### config.mk
export PLATFORM = sky130hd
export DESIGN_NAME = perf_event_dump
export DESIGN_NICKNAME = d
export VERILOG_FILES = /design/src/rtl/perf_event_dump.sv
export SDC_FILE = /design/constraint.sdc
export NUM_CORES = 1
export LEC_CHECK = 0
export ABC_AREA = 0
export CAP_MARGIN = 10
export CELL_PAD_IN_SITES_DETAIL_PLACEMENT = 0
export CELL_PAD_IN_SITES_GLOBAL_PLACEMENT = 1
export CORE_AREA = 2 2 224 226
export DETAILED_ROUTE_END_ITERATION = 7
export DIE_AREA = 0 0 226 228
export PLACE_DENSITY_LB_ADDON = 0.1
export SYNTH_ARGS = -nofsm -noshare
export SYNTH_HDL_FRONTEND = slang
export SYNTH_SLANG_ARGS = --single-unit
### constraint.sdc
create_clock -name clk -period 4.4 [get_ports clk]
set_input_delay 0.44 -clock clk [delete_from_list [all_inputs] [get_ports clk]]
set_output_delay 0.44 -clock clk [all_outputs]
set_load 0.05 [all_outputs]
### src/rtl/perf_event_dump.sv
// perf_event_dump: saturating per-event counters with a periodic or requested
// snapshot that is streamed out as (id, count) beats over a valid/ready port.
// Debug/difftest infrastructure only.
module perf_event_dump #(
  parameter int EVENT_NUM     = 8,
  parameter int CNT_WIDTH     = 32,
  parameter int DUMP_INTERVAL = 1024,
  parameter int ID_WIDTH      = (EVENT_NUM > 1) ? $clog2(EVENT_NUM) : 1
) (
  input  logic                 clk,
  input  logic                 rst,
  input  logic [EVENT_NUM-1:0] events,
  input  logic                 dump_req,
  input  logic                 clear,
  output logic                 out_valid,
  input  logic                 out_ready,
  output logic [ID_WIDTH-1:0]  out_id,
  output logic [CNT_WIDTH-1:0] out_count,
  output logic                 out_last,
  output logic                 busy,
  output logic [7:0]           dropped
);

  localparam int IC_W = (DUMP_INTERVAL > 1) ? $clog2(DUMP_INTERVAL) : 1;
  localparam logic [IC_W-1:0] IC_LAST = IC_W'((DUMP_INTERVAL > 0) ? DUMP_INTERVAL - 1 : 0);
  localparam logic [ID_WIDTH-1:0] ID_LAST = ID_WIDTH'(EVENT_NUM - 1);
  localparam logic PERIODIC_EN = (DUMP_INTERVAL != 0);

  typedef enum logic {IDLE, DUMP} state_t;

  state_t               state;
  state_t               stateNext;
  logic [CNT_WIDTH-1:0] cnt  [EVENT_NUM];
  logic [CNT_WIDTH-1:0] snap [EVENT_NUM];
  logic [IC_W-1:0]      ic;
  logic [ID_WIDTH-1:0]  idx;
  logic                 pend;
  logic                 periodic;
  logic                 trigger;
  logic                 startDump;
  logic                 handshake;
  logic                 lastBeat;

  // Counters stick at all-ones instead of wrapping.
  function automatic logic [CNT_WIDTH-1:0] satIncCnt(input logic [CNT_WIDTH-1:0] v);
    return (&v) ? v : v + 1'b1;
  endfunction

  function automatic logic [7:0] satIncDrop(input logic [7:0] v);
    return (&v) ? v : v + 8'd1;
  endfunction

  assign periodic  = PERIODIC_EN && (ic == IC_LAST);
  assign trigger   = periodic || dump_req;
  assign startDump = (state == IDLE) && (trigger || pend);
  assign handshake = (state == DUMP) && out_ready;
  assign lastBeat  = (idx == ID_LAST);

  // Interval counter: free-runs 0..DUMP_INTERVAL-1, parked at 0 when periodic dumps are off.
  always_ff @(posedge clk or negedge rst) begin
    if (!rst) begin
      ic <= '0;
    end else if (clear || !PERIODIC_EN || (ic == IC_LAST)) begin
      ic <= '0;
    end else begin
      ic <= ic + 1'b1;
    end
  end

  // Live event counters; clear beats a same-cycle event.
  always_ff @(posedge clk or negedge rst) begin
    if (!rst) begin
      for (int i = 0; i < EVENT_NUM; i++) cnt[i] <= '0;
    end else begin
      for (int i = 0; i < EVENT_NUM; i++) begin
        if (clear) begin
          cnt[i] <= '0;
        end else if (events[i]) begin
          cnt[i] <= satIncCnt(cnt[i]);
        end
      end
    end
  end

  // Snapshot captures the counters as they stood before this cycle's events.
  always_ff @(posedge clk or negedge rst) begin
    if (!rst) begin
      for (int i = 0; i < EVENT_NUM; i++) snap[i] <= '0;
    end else if (startDump) begin
      for (int i = 0; i < EVENT_NUM; i++) snap[i] <= cnt[i];
    end
  end

  // Beat index, one-deep pending trigger, and saturating drop counter.
  always_ff @(posedge clk or negedge rst) begin
    if (!rst) begin
      idx     <= '0;
      pend    <= 1'b0;
      dropped <= '0;
    end else if (startDump) begin
      idx  <= '0;
      pend <= 1'b0;
    end else if (state == DUMP) begin
      if (handshake && !lastBeat) begin
        idx <= idx + 1'b1;
      end
      if (trigger) begin
        if (!pend) begin
          pend <= 1'b1;
        end else begin
          dropped <= satIncDrop(dropped);
        end
      end
    end
  end

  // FSM state register.
  always_ff @(posedge clk or negedge rst) begin
    if (!rst) begin
      state <= IDLE;
    end else begin
      state <= stateNext;
    end
  end

  // FSM next-state: a dump always returns through IDLE, forcing an idle gap.
  always_comb begin
    stateNext = state;
    case (state)
      IDLE:    if (startDump) stateNext = DUMP;
      DUMP:    if (handshake && lastBeat) stateNext = IDLE;
      default: stateNext = IDLE;
    endcase
  end

  // Beat outputs come straight from registers; the payload is zero outside a dump.
  always_comb begin
    busy      = (state == DUMP);
    out_valid = busy;
    out_id    = busy ? idx : '0;
    out_count = busy ? snap[idx] : '0;
    out_last  = busy && lastBeat;
  end

endmodule

==> summary.md <==
| Metric | Value |
|---|---|
| Nets | 2,416 |
| Worst hold path startpoint | clear |
| Mapped Area | 0.02682 mm² |
| Final non-filler cell total | between 3,000 and 4,000 |
| Drt pass-1 iters | 6 |
| Worst Hold Class | primary input to flop |
| Hold endpoint | cnt[56] |
| Maximum vdd ir drop | 327.6 µV |
| Setup crit end kind | output pin |
| Num CTS Buffers | 57 |
| Status | finished clean |
| WL final | approximately 75 mm |
| RD Place Congestion | ~0.86 |
| Highest clock rate | 255.8 MHz |
| Initial antenna violation count | 2 |
| Number of flops mapped to enable cells by yosys | 0 |
| Primary FF master, synth | dfrtp_1 |
| CP max FO | 52 |
| Setup CP Type | flop to output pin |
| Vias | 19,923 |
| RSZ-0062 raised after global routing | no |
| Yosys reg bits | 535 |
| Leakage Power | 12.59 nW |
| IO Count | 59 |
| Layout cells sized above 1 | 21.07% |
| Hpwl dp | 54.04 mm |
| Row count | 82 |
| Vias in the first global route | roughly 19,000 |
| GR met2 Demand/Resource | 43.87% |
| Commonest non-fill, non-tap cell in the layout | dfrtp_1 |
| Die area | 0.05153 mm² |
| Sequential area share after synthesis | about 50% |
| Fin. max-slew vios | 0 |
| Final period demand of the worst path | 3909 ps |
| Max-Slew Margin vs Limit | between 10% and 20% |
| Die Height | 228 µm |
| CP Data Arrival Time | 3470 ps |
| Yosys cell types | 67 |
| Clock tree buffer depth | 3 |
| Fin crit share | 88.83% |
| Post-CTS resize count | 0 |
| # setup viols final | 0 |
| R2R Path End | cnt[151] |
| CTS Root Cell | clkbuf_16 |
| WP data required | 3960 ps |
| First-pass GRT wire length | 117.2 mm |
| Placed Cells | roughly 3,000 |
| Met1 global-route usage | 45.56% |
| Area of the core | ~0.049 mm² |
| Worst-Margin Slew | 1204 ps |
| Most frequent cells in the layout | dfrtp_1, mux2_2, a21oi_1 |
| R2R Path Start | cnt[146] |
| Layout Skew | 13.60 ps |
| Final hold viol count | 0 |
| WL/cell | 24.20 µm |
| Post-route DRC | 0 |
| Warnings, synthesis | 0 |
| Area Overhead vs Synth | 11.69% |
| CP startpoint kind | flop |
| GR peak layer | met1 |
| Clock transition at path regs | 60 ps |
| R2R cell count | 6 |
| Setup TNS | 0 ps |
| CTS tree | yes |
| Worst skew pair latency | slightly above 600 ps |
| Drt initial violations | 1,708 |
| Gr usage total | 29.86% |
| M3 GR Usage | a little over 4% |
| Overflow after GRT | 0 |
| H-Tree Depth | 2 |
| Synthesized net count | 2,405 |
| Chip Width | 226 µm |
| Pin count of the biggest net entering global routing | about 110 |
| Final setup margin | just under 500 ps |
| Worst Hold Depth | 2 |
| P per Cell Area | 406.9 mW/mm² |
| Async set or reset register ratio after synthesis | 100.0% |
| Avg Cell Area, Syn | 11.27 µm² |
| Drt via density | 6.421 |
| Starting density of the core | 54.35% |
| Max-capacitance violation count | 0 |
| Routed Antenna Nets | 0 |
| Clk sink count | 535 |
| Port Buffers | 58 |
| Reg2Reg Setup Slack | roughly 1300 ps |
| DP Worst Slack | 1111 ps |
| Cells after Synth | 2,380 |
==> worst max-delay path, cell delays in order (launching register included) <==
cell	delay, ps
dfrtp_2	1130
mux4_2	390
mux2i_1	80
nor2b_1	330
clkdlybuf4s50_1	870
==> registers in the layout, summed over array words and instances (netlist names) <==
register  flops
busy          1
cnt         256
dropped       8
ic           10
idx           3
pend          1
snap        256
==> worst max path at each step <==
stage	startpoint	to	slack [ps]	depth (start not counted)
2_1_floorplan	idx[0]	out_count[24]	1660	6
3_3_place_gp	idx[0]	out_count[22]	1170	5
3_5_place_dp	idx[0]	out_count[23]	1110	5
4_1_cts	idx[0]	out_count[23]	460	5
5_1_grt	idx[1]	out_count[20]	310	4
6_report	idx[1]	out_count[18]	490	4
==> cell type report <==
type / instances / area (µm²)
inverter: 39 / 146.4
multi-input combinational: 1670 / 12720
timing repair buffer: 88 / 930.9
clock buffer: 83 / 1714
antenna: 1 / 2.502
fill: 4097 / 19390
tap: 672 / 840.8
sequential: 535 / 13390
clock inverter: 15 / 206.4
==> layer usage <==
metal / vias to the layer above / part of all wire [%]
met1: 10247 / 46
met2: 628 / 45
li1: 8927 / -
met4: 2 / 3.5
met3: 119 / 6.0
met5: - / 0.013
==> through the flow <==
step	utilization (%)	area [µm²]	power, mW	hold WS, ps
floorplan	-	26820	6.740	144.4
global placement	56.78	28020	7.295	478.4
detailed placement	56.78	28020	7.333	493.2
CTS	60.70	29950	12.29	322.8
global route	60.70	29950	12.65	362.4
finish	60.70	29960	12.19	344.7
==> what timing repair did <==
item / 4_1_cts / 5_1_grt
hold buffers: 1 / 0
setup buffers: 0 / 0
endpoints found under the setup margin: 0 / 0
endpoints found under the hold margin: 96 / 0
==> report_power, final <==
group | internal [mW] | total, mW | switching [mW]
sequential | 5.08 | 5.54 | 0.456
clock | 2.96 | 4.96 | 1.99
combinational | 0.822 | 1.70 | 0.875
==> kinds of logic after synthesis <==
family | after synthesis | synth area share, %
compound gates | 388 | 8.490
xor+xnor | 69 | 2.253
fa+ha+maj | 12 | 0.5598
buf+inv | 175 | 2.734
flops | 535 | 49.92
mux | 390 | 18.88
simple gates | 811 | 17.16
==> synthesized netlist by cell type, types with 6 or more instances <==
library cell	instances	share of area (%)
dfrtp_1	535	50
mux2_2	288	12
a21oi_1	158	2.9
nor2_1	138	1.9
o21ai_0	118	2.2
or3_1	112	2.6
nand4_1	97	2.3
nand2_1	96	1.3
clkbuf_1	83	1.2
nand3_1	82	1.5
mux4_2	64	5.4
nor2b_1	63	1.5
or4_1	43	1.2
and3_1	42	0.98
inv_1	39	0.55
xnor2_1	39	1.3
buf_2	38	0.71
mux2i_1	38	1.4
o31ai_1	37	1.0
and4_1	33	1.1
xor2_1	30	0.98
nor3_1	22	0.41
nor4_1	20	0.47
and2_1	17	0.40
ha_1	12	0.56
buf_1	11	0.15
a2111oi_0	10	0.33
a211oi_1	9	0.25
a31oi_1	9	0.21
nand2b_1	9	0.21
or2_2	9	0.21
o211ai_1	8	0.22
nor4b_1	6	0.20
Note: power is estimated with default switching activity, not from simulation.
